[src/rtl/ps2_keybuf_if.sv]
// Bus between a PS/2 decoder/consumer and the key event buffer.
// The master drives decoded codes and pops events; the slave is the buffer.
interface ps2_keybuf_if #(
  parameter int DEPTH = 8
);
  localparam int CW = $clog2(DEPTH) + 1;

  logic [9:0]    code_in;
  logic          code_valid;
  logic          evt_rd;
  logic          ovf_clr;
  logic [12:0]   evt_data;
  logic          evt_valid;
  logic [CW-1:0] evt_count;
  logic          overflow;
  logic [2:0]    mod_state;

  modport master (
    output code_in, code_valid, evt_rd, ovf_clr,
    input  evt_data, evt_valid, evt_count, overflow, mod_state
  );

  modport slave (
    input  code_in, code_valid, evt_rd, ovf_clr,
    output evt_data, evt_valid, evt_count, overflow, mod_state
  );
endinterface

[src/rtl/ps2_keybuf.sv]
// PS/2 key event buffer: tracks shift/ctrl/caps, suppresses typematic
// repeats, and queues {ext, brk, shift, ctrl, caps, scancode} events in a
// show-ahead FIFO with a sticky overflow flag.
module ps2_keybuf #(
  parameter int DEPTH         = 8,
  parameter int FILTER_REPEAT = 1
) (
  input logic          clk,
  input logic          rst,   // active-low, asynchronous assert
  ps2_keybuf_if.slave  bus
);
  localparam int AW = $clog2(DEPTH);
  localparam int CW = AW + 1;
  localparam logic [CW-1:0] FULL_COUNT = CW'(DEPTH);

  // Decoded fields of the incoming code
  logic       ext;
  logic       brk;
  logic [7:0] sc;

  // Modifier and filter state
  logic       lshift_q, lshift_d;
  logic       rshift_q, rshift_d;
  logic       lctrl_q,  lctrl_d;
  logic       rctrl_q,  rctrl_d;
  logic       caps_q,   caps_d;
  logic       held_q,   held_d;
  logic [8:0] last_make_q, last_make_d;

  // FIFO state
  logic [12:0]   mem_q [DEPTH];
  logic [AW-1:0] wr_ptr_q, wr_ptr_d;
  logic [AW-1:0] rd_ptr_q, rd_ptr_d;
  logic [CW-1:0] count_q,  count_d;
  logic          overflow_q, overflow_d;

  // Per-cycle control
  logic        suppress;
  logic        evt;
  logic        rd_en;
  logic        wr_en;
  logic        full;
  logic        ovf_evt;
  logic [12:0] entry;

  assign ext = bus.code_in[9];
  assign brk = bus.code_in[8];
  assign sc  = bus.code_in[7:0];

  // Next-state logic for filter, modifiers, FIFO pointers, count and overflow
  always_comb begin
    lshift_d    = lshift_q;
    rshift_d    = rshift_q;
    lctrl_d     = lctrl_q;
    rctrl_d     = rctrl_q;
    caps_d      = caps_q;
    held_d      = held_q;
    last_make_d = last_make_q;
    wr_ptr_d    = wr_ptr_q;
    rd_ptr_d    = rd_ptr_q;
    count_d     = count_q;

    // A make identical to the last make while still held is a typematic repeat
    suppress = (FILTER_REPEAT != 0) && bus.code_valid && !brk && held_q &&
               (last_make_q == {ext, sc});
    evt      = bus.code_valid && !suppress;

    if (bus.code_valid) begin
      if (!brk) begin
        if (!suppress) begin
          last_make_d = {ext, sc};
          held_d      = 1'b1;
        end
      end else if ({ext, sc} == last_make_q) begin
        held_d = 1'b0;
      end
    end

    if (evt) begin
      if (!ext && sc == 8'h12) lshift_d = !brk;
      if (!ext && sc == 8'h59) rshift_d = !brk;
      if (!ext && sc == 8'h14) lctrl_d  = !brk;
      if ( ext && sc == 8'h14) rctrl_d  = !brk;
      if (!ext && sc == 8'h58 && !brk) caps_d = !caps_q;
    end

    // Entry carries the modifier state after this code's own update
    entry = {ext, brk, lshift_d | rshift_d, lctrl_d | rctrl_d, caps_d, sc};

    full    = (count_q == FULL_COUNT);
    rd_en   = bus.evt_rd && (count_q != '0);
    wr_en   = evt && (!full || rd_en);
    ovf_evt = evt && full && !rd_en;

    if (wr_en) wr_ptr_d = wr_ptr_q + 1'b1;
    if (rd_en) rd_ptr_d = rd_ptr_q + 1'b1;
    if (wr_en && !rd_en)      count_d = count_q + 1'b1;
    else if (rd_en && !wr_en) count_d = count_q - 1'b1;

    // A fresh overflow wins over a clear in the same cycle
    overflow_d = ovf_evt || (overflow_q && !bus.ovf_clr);
  end

  // State registers with asynchronous active-low reset
  always_ff @(posedge clk or negedge rst) begin
    if (!rst) begin
      lshift_q    <= 1'b0;
      rshift_q    <= 1'b0;
      lctrl_q     <= 1'b0;
      rctrl_q     <= 1'b0;
      caps_q      <= 1'b0;
      held_q      <= 1'b0;
      last_make_q <= '0;
      wr_ptr_q    <= '0;
      rd_ptr_q    <= '0;
      count_q     <= '0;
      overflow_q  <= 1'b0;
    end else begin
      lshift_q    <= lshift_d;
      rshift_q    <= rshift_d;
      lctrl_q     <= lctrl_d;
      rctrl_q     <= rctrl_d;
      caps_q      <= caps_d;
      held_q      <= held_d;
      last_make_q <= last_make_d;
      wr_ptr_q    <= wr_ptr_d;
      rd_ptr_q    <= rd_ptr_d;
      count_q     <= count_d;
      overflow_q  <= overflow_d;
    end
  end

  // FIFO storage; contents need no reset since count gates visibility
  always_ff @(posedge clk) begin
    if (wr_en) mem_q[wr_ptr_q] <= entry;
  end

  assign bus.evt_data  = (count_q != '0) ? mem_q[rd_ptr_q] : 13'h0000;
  assign bus.evt_valid = (count_q != '0);
  assign bus.evt_count = count_q;
  assign bus.overflow  = overflow_q;
  assign bus.mod_state = {lshift_q | rshift_q, lctrl_q | rctrl_q, caps_q};

endmodule
[src/flat_wrapper.sv]
// flat-port wrapper written by rule: the top's interface ports become plain ports
module ps2_keybuf_flat 
#(
  parameter int DEPTH         = 8,
  parameter int FILTER_REPEAT = 1
)
  (clk, rst, bus_code_in, bus_code_valid, bus_evt_rd, bus_ovf_clr, bus_evt_data, bus_evt_valid, bus_evt_count, bus_overflow, bus_mod_state);
  ps2_keybuf_if #(.DEPTH(DEPTH)) bus_i ();
  input logic clk;
  input logic rst;
  input wire logic [$bits(bus_i.code_in)-1:0] bus_code_in;
  input wire logic [$bits(bus_i.code_valid)-1:0] bus_code_valid;
  input wire logic [$bits(bus_i.evt_rd)-1:0] bus_evt_rd;
  input wire logic [$bits(bus_i.ovf_clr)-1:0] bus_ovf_clr;
  output wire logic [$bits(bus_i.evt_data)-1:0] bus_evt_data;
  output wire logic [$bits(bus_i.evt_valid)-1:0] bus_evt_valid;
  output wire logic [$bits(bus_i.evt_count)-1:0] bus_evt_count;
  output wire logic [$bits(bus_i.overflow)-1:0] bus_overflow;
  output wire logic [$bits(bus_i.mod_state)-1:0] bus_mod_state;
  assign bus_i.code_in = bus_code_in;
  assign bus_i.code_valid = bus_code_valid;
  assign bus_i.evt_rd = bus_evt_rd;
  assign bus_i.ovf_clr = bus_ovf_clr;
  assign bus_evt_data = bus_i.evt_data;
  assign bus_evt_valid = bus_i.evt_valid;
  assign bus_evt_count = bus_i.evt_count;
  assign bus_overflow = bus_i.overflow;
  assign bus_mod_state = bus_i.mod_state;
  ps2_keybuf #(.DEPTH(DEPTH), .FILTER_REPEAT(FILTER_REPEAT)) u_core (.clk(clk), .rst(rst), .bus(bus_i));
endmodule
[config.mk]
export PLATFORM = sky130hd
export DESIGN_NAME = ps2_keybuf_flat
export DESIGN_NICKNAME = d
export VERILOG_FILES = /design/src/rtl/ps2_keybuf_if.sv /design/src/rtl/ps2_keybuf.sv /design/src/flat_wrapper.sv
export SDC_FILE = /design/constraint.sdc
export NUM_CORES = 1
export LEC_CHECK = 0
export BUFFER_PORTS_ARGS = -buffer_cell sky130_fd_sc_hd__buf_2
export CAP_MARGIN = 20
export CORE_MARGIN = 4
export CORE_UTILIZATION = 55
export DETAILED_ROUTE_END_ITERATION = 12
export GPL_TIMING_DRIVEN = 0
export HOLD_SLACK_MARGIN = 0.12
export PLACE_DENSITY = 0.79
export SLEW_MARGIN = 25
export SYNTH_ARGS = -nofsm -noshare
export SYNTH_HDL_FRONTEND = slang
export SYNTH_SLANG_ARGS = --single-unit
[constraint.sdc]
create_clock -name clk -period 3.1 [get_ports clk]
set_clock_uncertainty 0.05 [all_clocks]
set_input_delay 0.465 -clock clk [delete_from_list [all_inputs] [get_ports clk]]
set_output_delay 0.465 -clock clk [all_outputs]
set_load 0.02 [all_outputs]
* Word-level counts from Yosys, hierarchy flattened
Memories as Yosys holds them, arrays and structs flattened.
Index checks and enable logic that the tools add are counted.
** Storage, ports and cells
- Flip-flop bits (word level) :: 26
- Memory bits (writable) :: 104
- Word-level logic and storage cells :: 80
- Memories kept :: 1
** Memories
- u_core.mem_q :: depth 8, bits a word 13, read ports 1, clocked after Yosys merged registers in 0, wr ports 1, line ps2_keybuf.sv:31 : logic [12:0] mem_q [DEPTH];
** Operators by class
- $add $sub $neg :: 4
- Equal/unequal tests :: 9
- Mux-type cells :: 18
- Bitwise operators :: 6
- Reduce and logical (&&, ||, !) cells :: 31
** Operators by type and width (number)
- == test 9 bit :: 2
- logical AND 1 bit :: 17
- == test 8 x 5 -> 1 bit, second input constant :: 2
- == test 8 x 7 -> 1 bit, second input constant :: 2
- two-way mux 1 bit :: 15
- two-way mux 13 bit :: 1
- logical NOT 1 bit :: 8
- two-way mux 4 bit :: 2
- adder 3 x 1 -> 3 bit, second input constant :: 2
- AND reduction 3 bit :: 2
- adder 4 x 1 -> 4 bit, second input constant :: 1
- == test 4 bit, second input constant :: 1
- OR 1 bit :: 4
- nonzero test 4 bit :: 1
- subtractor 4 x 1 -> 4 bit, second input constant :: 1
- logical OR 1 bit :: 2
- != test 2 x 1 -> 1 bit, second input constant :: 1
- != test 2 bit, second input constant :: 1
- NOT 1 bit :: 2
- nonzero test 2 bit :: 1

* Depth between registers and ports, before layout
Gate-level depths: netlist of the first run.
- Depth after elaboration :: 11
- Gate-level depth with buffers :: 12
- Mapped depth without buffers :: 12

* Worst setup path before layout of the first run
Ideal clock, no wire load.
- Path kind :: input to register
- Start point :: in bus_code_in[1]
- End point :: mem u_core.mem_q[7][0] (enable)
- Setup time :: 422 ps
- Data arrival time :: 2471 ps
- Path slack :: 157 ps
- Cell stages on the path :: 5
- Buffers on the path :: 1
- Path through :: xnor2_1 -> nand2_1 -> nor4_4 -> buf_6 -> nor4b_1
** Between the ends
- Cells in the longest elaborated chain, start to end :: 7
** Ends and longest elaborated chain
- start, declared :: line flat_wrapper.sv:11 : input wire logic [$bits(bus_i.code_in)-1:0] bus_code_in;
- == test 9 bit :: line ps2_keybuf.sv:65 : (last_make_q == {ext, sc});
- logical AND 1 bit :: line ps2_keybuf.sv:64 : suppress = (FILTER_REPEAT != 0) && bus.code_valid && !brk && held_q &&
- logical NOT 1 bit :: line ps2_keybuf.sv:66 : evt = bus.code_valid && !suppress;
- logical AND 1 bit :: line ps2_keybuf.sv:66
- logical AND 1 bit :: line ps2_keybuf.sv:92 : wr_en = evt && (!full || rd_en);
- two-way mux 1 bit :: line ps2_keybuf.sv:135 : if (wr_en) mem_q[wr_ptr_q] <= entry;
- two-way mux 1 bit (implied by the code) :: line ps2_keybuf.sv:135
- end, declared :: line ps2_keybuf.sv:31
No other way between the ends.

* Worst setup path in the final report of the first run
- Start point :: reg u_core.rd_ptr_q[1]
- End point :: out bus_evt_data[3]
** Between the ends
- Cells in the longest elaborated chain, start to end :: 2
** Ends and longest elaborated chain
- start, declared :: line ps2_keybuf.sv:33 : logic [AW-1:0] rd_ptr_q, rd_ptr_d;
- start signal, assigned :: line ps2_keybuf.sv:127 : rd_ptr_q <= rd_ptr_d;
- memory read (8 x 13 bit)
- two-way mux 13 bit :: line ps2_keybuf.sv:138 : assign bus.evt_data = (count_q != '0) ? mem_q[rd_ptr_q] : 13'h0000;
- end, declared :: line flat_wrapper.sv:15 : output wire logic [$bits(bus_i.evt_data)-1:0] bus_evt_data;
No other way between the ends.

==> results.yml, run 1 <==
worst_setup_path:
  rr_startpoint: "u_core.last_make_q[2]$_DFFE_PN0P_"
  crit_slowest_cell: "mux4_2"
  crit_fanout: 10
  cp.arrival_ns: 2.39
  required_ns: 2.58
  cp_num_cells: 6
  reg2reg_setup_slack_ns: 0.31
  end_kind: "primary output"
  cp-startpoint: "u_core.rd_ptr_q[1]$_DFFE_PN0N_"
  startpoint_type: "flip-flop"
  cp_num_buf_inv: 3
  path_class: "reg -> out"
  path_delay_family: "buffers and inverters"
  path_cells: "clkbuf_2, clkbuf_2, mux4_2, mux2i_1, nor2_1, buf_2"
  slowest_delay_ns: 0.40
  endpoint: "bus_evt_data[3]"
  r2r-end: "u_core.bus.evt_count[3]$_DFFE_PN0P_"
  r2r_cells: 12
  path_common_cell: "clkbuf_2"
detailed_routing:
  wl_per_cell_um: 22.1
  drc: 0
  wl_met3_um: 865
  drt_iter0_drc: 158
  wl_met1_um: 4360
  maxUsedRoutingLayer: "met4"
  vias_per_cell: 5.79
  wl_met2_um: 5850
  first_pass_iters: 4
  via_count: 2966
  postRouteAntennaNets: 0
  routed_wl_um: 11300
logic_synthesis:
  synth_warnings: 0
  synthFlopType: "edfxtp_1"
  synth_top_area_share_pct: 56.0
  async_reset_ff_share_pct: 20.0
  synth_area_leaders: "edfxtp_1 (56%), dfrtp_1 (12%), mux4_2 (11%)"
  yosysSeqAreaShare_pct: 67.7
  syn_area_um2: 5580
  synth-seq-cells: 130
  synth_edf_count: 104
  synth_cells: 302
  synth_top_cell_by_area: "edfxtp_1"
  synth_cell_types: 51
  postSynthAreaPerCell_um2: 18.5
  syn-num-nets: 323
run:
  drv_cap: 0
clocking:
  cts_inserted_buffers: 17
  path_clk_slew_ns: 0.06
  clock-sinks: 130
  clock_latency_ns: 0.51
  htree_levels: 4
  cts_setup_buffers: 0
  cts_root_buf: "clkbuf_8"
  cts_tree: "built"
  clockBufferDepth: 2
power:
  pwr_density_cell_nw_per_um2: 935
  leakage_nw: 2.38
  peakVddDrop_mv: 0.521
timing:
  holdWs_ns: 0.234
  finalCritPeriodShare_pct: 93.7
  setup_viol: 0
  tns_ns: 0
  fmax_mhz: 344
  hold_viol: 0
  maxSlewViolCount: 0
  period_needed_ns: 2.90
  worst_pin_slew_ns: 0.805
  rsz0062_at_grt: "no"
  relSlewSlack_pct: 46.3
floorplanning:
  core_region_area_um2: 9820
  die_h_um: 109
  ioPinCount: 37
  dieArea_um2: 11800
  start_util_pct: 56.8
  fp-row-count: 36
  die_w_um: 109
global_routing:
  first_global_vias: 3212
  grt.overflow.total: 0
  antenna_found_initial: 0
  grt_max_degree: 27
  grt_pass1_wl_um: 18300
  grt_usage_pct: 21.8
cells_and_area:
  num-nets-final: 387
  area_delta_synth_final_pct: 18.5
  diodes: 0
  finalInstanceArea_um2: 6610
  final_util_pct: 67.3
  drive_above_1_share_pct: 35.6
outcome:
  status: "finished clean"
place:
  dpl_cell_area_um2: 6000
  dpl.hpwl_um: 7110
  gp_congestion: 0.780
  place.port_buffers: 36
hold_path:
  worstHoldPathType: "in -> reg"
[routing by layer]
| layer | global-route usage (%) | vias to the layer above |
|---|---|---|
| met5 | 0 | - |
| met4 | 8.75 | 0 |
| met3 | 5.74 | 19 |
| met2 | 36.9 | 118 |
| met1 | 27.0 | 1516 |
| li1 | - | 1313 |
[where the power goes]
group | internal [mW] | leakage, nW | switching [mW]
Sequential | 2.17 | 1.19 | 0.155
Clock | 1.26 | 0.282 | 0.671
Combinational | 0.836 | 0.910 | 1.09
Total | 4.27 | 2.38 | 1.91
[flip-flops by register name (all words and copies together) (netlist names), 3 cells and up]
name,cells
u_core.rd_ptr_q,3
u_core.bus.evt_count,4
u_core.wr_ptr_q,3
u_core.mem_q,104
u_core.last_make_q,9
[cell type report]
class	instances	area [um2]
Inverter	10	37.5
Buffer	12	76.3
Timing Repair Buffer	45	240
Clock buffer	25	464
Sequential cell	130	3770
Clock inverter	7	109
Fill cell	700	3210
Multi-Input combinational cell	150	1740
Tap cell	133	166
[timing repair]
item / in CTS / in global routing
resized for setup: 4 / 2
endpoints found under the hold margin: 27 / 0
hold buffers: 2 / 0
gates cloned: 0 / 0
setup endpoints to repair: 13 / 11
pin swaps: 0 / 0
[cell families after synthesis]
kind of cell / after synthesis / share of synthesized area (%)
and+or+nand+nor: 61 / 7.83
adders and majority gates: 6 / 1.48
AOI/OAI and AO/OA: 9 / 1.12
xor gates and xnor gates: 18 / 3.23
DFF: 130 / 67.7
buffers and inverters: 22 / 1.84
muxes: 56 / 16.8
[per-stage QoR]
step                cells  setup WS, ns  power (mW)
finish                512         0.195        6.18
floorplan             302         0.157        3.65
CTS                   512        0.0410        6.24
global placement      471         -1.35        4.15
detailed placement    478        0.0515        4.25
global route          512       0.00618        6.50
[worst min-delay path by stage]
stage,from,endpoint,slack [ns],depth (start not counted)
2_1_floorplan,rst,u_core.bus.evt_count[0]$_DFFE_PN0P_,0.12,0
3_3_place_gp,rst,u_core.last_make_q[4]$_DFFE_PN0P_,0.45,1
3_5_place_dp,rst,u_core.last_make_q[8]$_DFFE_PN0P_,0.46,1
4_1_cts,bus_evt_rd,u_core.rd_ptr_q[2]$_DFFE_PN0N_,0.22,3
5_1_grt,bus_evt_rd,u_core.rd_ptr_q[2]$_DFFE_PN0N_,0.22,3
6_report,bus_evt_rd,u_core.rd_ptr_q[2]$_DFFE_PN0N_,0.23,3
[placed cells by master, fill, tap and decap left out, drive strengths merged, types with 3 or more instances in the layout]
cell and count:
nor4b 3, mux4 26, buf 50, nor2 22, edfxtp 104, ha 5, nand4 4, xor2 3
nor4 5, mux2i 18, clkbuf 30, and4b 4, bufinv 3, nand2 8, mux2 12, nor3 4
clkinv 4, inv 10, xnor2 15, dfrtp 26
[worst register-to-register path, stage by stage (launching register included)]
cell,delay (ns)
dfrtp_1,0.41
xnor2_2,0.19
nand3_2,0.17
nor4_4,0.44
nor2_4,0.13
ha_1,0.24
inv_1,0.12
ha_1,0.24
a21o_1,0.18
a21oi_1,0.16
xnor2_1,0.13
nor2_1,0.07
xor2_1,0.14
[Yosys cell counts, types with 2 or more instances]
library cell    n
buf_4           2
nand4_1         3
xor2_1          3
mux2_4         10
clkbuf_1        3
nor3_2          3
ha_1            5
xnor2_2         3
nor4b_1         2
buf_1           2
nor4_1          2
o21ai_0         2
mux4_2         26
inv_1          10
and4b_1         4
mux2i_1        18
dfrtp_1        26
edfxtp_1      104
mux2_2          2
nand2_1         8
nor2_1         20
xnor2_1        12
buf_2           3
nor4_4          2
No activity file was read; power rests on OpenSTA's default activity.
==> run 2: changes to the inputs <==
- BUFFER_PORTS_ARGS: -buffer_cell sky130_fd_sc_hd__buf_2 -> -buffer_cell sky130_fd_sc_hd__buf_4
- CORE_UTILIZATION: 55 -> 54
- PLACE_DENSITY: 0.79 -> 0.81
- clock period: 3.1 -> 2.55 ns (I/O delays scaled with it)
==> run 2 against run 1 <==
The flow now finishes with violations (setup timing); first-iteration DRC count grew 68%; die area grew 1.7%; combinational power grew 48%; critical path type unchanged.
==> results.yml, run 2 (same netlist as run 1, synthesis figures left out) <==
outcome:
  violations: "setup timing"
  status: "finished, violations left"
power:
  pwr_density_cell_nw_per_um2: 1120
  finalPower_mw: 7.97
  leakage_nw: 2.56
  peakVddDrop_mv: 0.665
cells_and_area:
  largest_register_ffs: 104
  fin_cells: 539
  diodes: 0
  drive_above_1_share_pct: 39.4
  mostFrequentLayoutCells: "edfxtp_1 (104), buf_4 (51), mux4_2 (26), dfrtp_1 (23), nor2_1 (20)"
  max_flop_register: "u_core.mem_q"
  num-nets-final: 414
  area_delta_synth_final_pct: 27.1
  finalInstanceArea_um2: 7090
  final_common_cell: "edfxtp_1"
  fillers: 583
global_routing:
  grt_pass1_wl_um: 19000
  antenna_found_initial: 0
  first_global_vias: 3291
  grt_max_degree: 27
  grt.overflow.total: 0
  grt_usage_pct: 22.6
place:
  dpl_cell_area_um2: 6120
  gp_congestion: 0.819
  post-place-cells: 475
  dpl.hpwl_um: 7110
  place.port_buffers: 36
worst_setup_path:
  path_delay_family: "multiplexers"
  path_class: "reg -> out"
  crit_fanout: 6
  end_kind: "primary output"
  slowest_delay_ns: 0.54
  required_ns: 2.12
  r2r_cells: 12
  startpoint_type: "flip-flop"
  cp_num_buf_inv: 3
  cp.arrival_ns: 2.17
  cp_num_cells: 6
  crit_slowest_cell: "mux4_2"
  path_cells: "buf_8, buf_12, mux4_2, mux2i_4, nor2_1, buf_4"
timing:
  worst_pin_slew_ns: 0.789
  finalCritPeriodShare_pct: 102
  setup_slack_ns: -0.0481
  setup_viol: 7
  maxSlewViolCount: 0
  fmax_mhz: 385
  period_needed_ns: 2.60
  relSlewSlack_pct: 47.4
  rsz0062_at_grt: "yes"
  hold_viol: 0
clocking:
  cts_tree: "built"
  clock-sinks: 130
  htree_levels: 4
  cts_root_buf: "clkbuf_8"
  clockBufferDepth: 2
  clock_latency_ns: 0.52
  cts_inserted_buffers: 17
  path_clk_slew_ns: 0.06
floorplanning:
  fp-row-count: 36
  die_w_um: 110
  core_region_area_um2: 9910
  dieArea_um2: 12000
  start_util_pct: 56.3
  ioPinCount: 37
  die_h_um: 110
detailed_routing:
  postRouteAntennaNets: 0
  via_count: 3113
  first_pass_iters: 4
  drt_iter0_drc: 266
  wl_per_cell_um: 23.0
  routed_wl_um: 12400
  vias_per_cell: 5.78
  drc: 0
hold_path:
  whs_path_depth: 1
  worstHoldPathType: "in -> reg"
run:
  drv_cap: 0
run 2: cell types whose count changed in the layout (fill, tap and decap cells not counted), sizes merged:
cell and delta:
buf +11, bufinv -1, clkbuf -9, clkinv +7, clkinvlp +2, dlygate4sd3 +17
run 2: layer usage:
layer  wire, um  global-route usage, %
met5          0                      0
met4         87                   6.23
met3        793                   5.23
met2       6810                   39.0
met1       4710                   29.0
run 2: final timing paths:
| path | startpoint | to | slack [ns] |
|---|---|---|---|
| worst max-delay path | u_core.rd_ptr_q[0]$_DFFE_PN0N_ | bus_evt_data[0] | -0.05 |
| worst min-delay path | bus_code_in[9] | u_core.mem_q[7][12]$_DFFE_PP_ | 0.14 |
| worst max register to register | u_core.last_make_q[2]$_DFFE_PN0P_ | u_core.bus.evt_count[3]$_DFFE_PN0P_ | -0.02 |
| worst min register to register | u_core.last_make_q[8]$_DFFE_PN0P_ | u_core.last_make_q[8]$_DFFE_PN0P_ | 0.49 |
| max in group asynchronous | rst | u_core.bus.evt_count[0]$_DFFE_PN0P_ | 1.91 |
| min in group asynchronous | rst | u_core.rd_ptr_q[0]$_DFFE_PN0N_ | 0.26 |
run 2: worst reg2reg max path: cells and delay by family (launching register included):
| kind | cells | cell delay [ns] |
|---|---|---|
| and+or+nand+nor | 4 | 0.78 |
| DFF | 1 | 0.41 |
| adders and majority gates | 2 | 0.40 |
| AOI/OAI and AO/OA | 2 | 0.35 |
| xor gates and xnor gates | 3 | 0.45 |
| buffers and inverters | 1 | 0.06 |
run 2: where the power goes:
part           switching, mW  internal [mW]  leakage [nW]
registers              0.202           2.64          1.19
clock network          0.894           1.38         0.274
logic                   1.44           1.41          1.10
run 2: repair_timing:
item | CTS | global route
resized for setup | 24 | 5
hold buffers | 19 | 0
buffers inserted | 11 | 2
hold endpoints to repair | 75 | 0
gates cloned | 1 | 0
pin swaps | 9 | 3
setup endpoints to repair | 14 | 14
run 2: layout make-up:
type / count / area [um2] / share of cell area (%)
clock inverters: 15 / 144 / 2.03
flip-flops and latches: 130 / 3780 / 53.3
inverters: 10 / 40.0 / 0.565
plain buffers: 12 / 116 / 1.64
clock buffers: 17 / 414 / 5.84
repair buffers: 72 / 624 / 8.81
well taps: 133 / 166 / 2.35
multi-input cells: 150 / 1810 / 25.5
run 2: through the flow:
step	setup slack (ns)	TNS (ns)	hold slack (ns)	utilization, %
5_1_grt	-0.140	-1.27	0.126	71.5
6_report	-0.0481	-0.149	0.142	71.5
3_3_place_gp	-0.643	-29.58	0.263	61.1
4_1_cts	-0.0597	-0.392	0.120	71.4
2_1_floorplan	0.0140	0	0.0369	-
3_5_place_dp	-0.378	-0.511	0.270	61.8
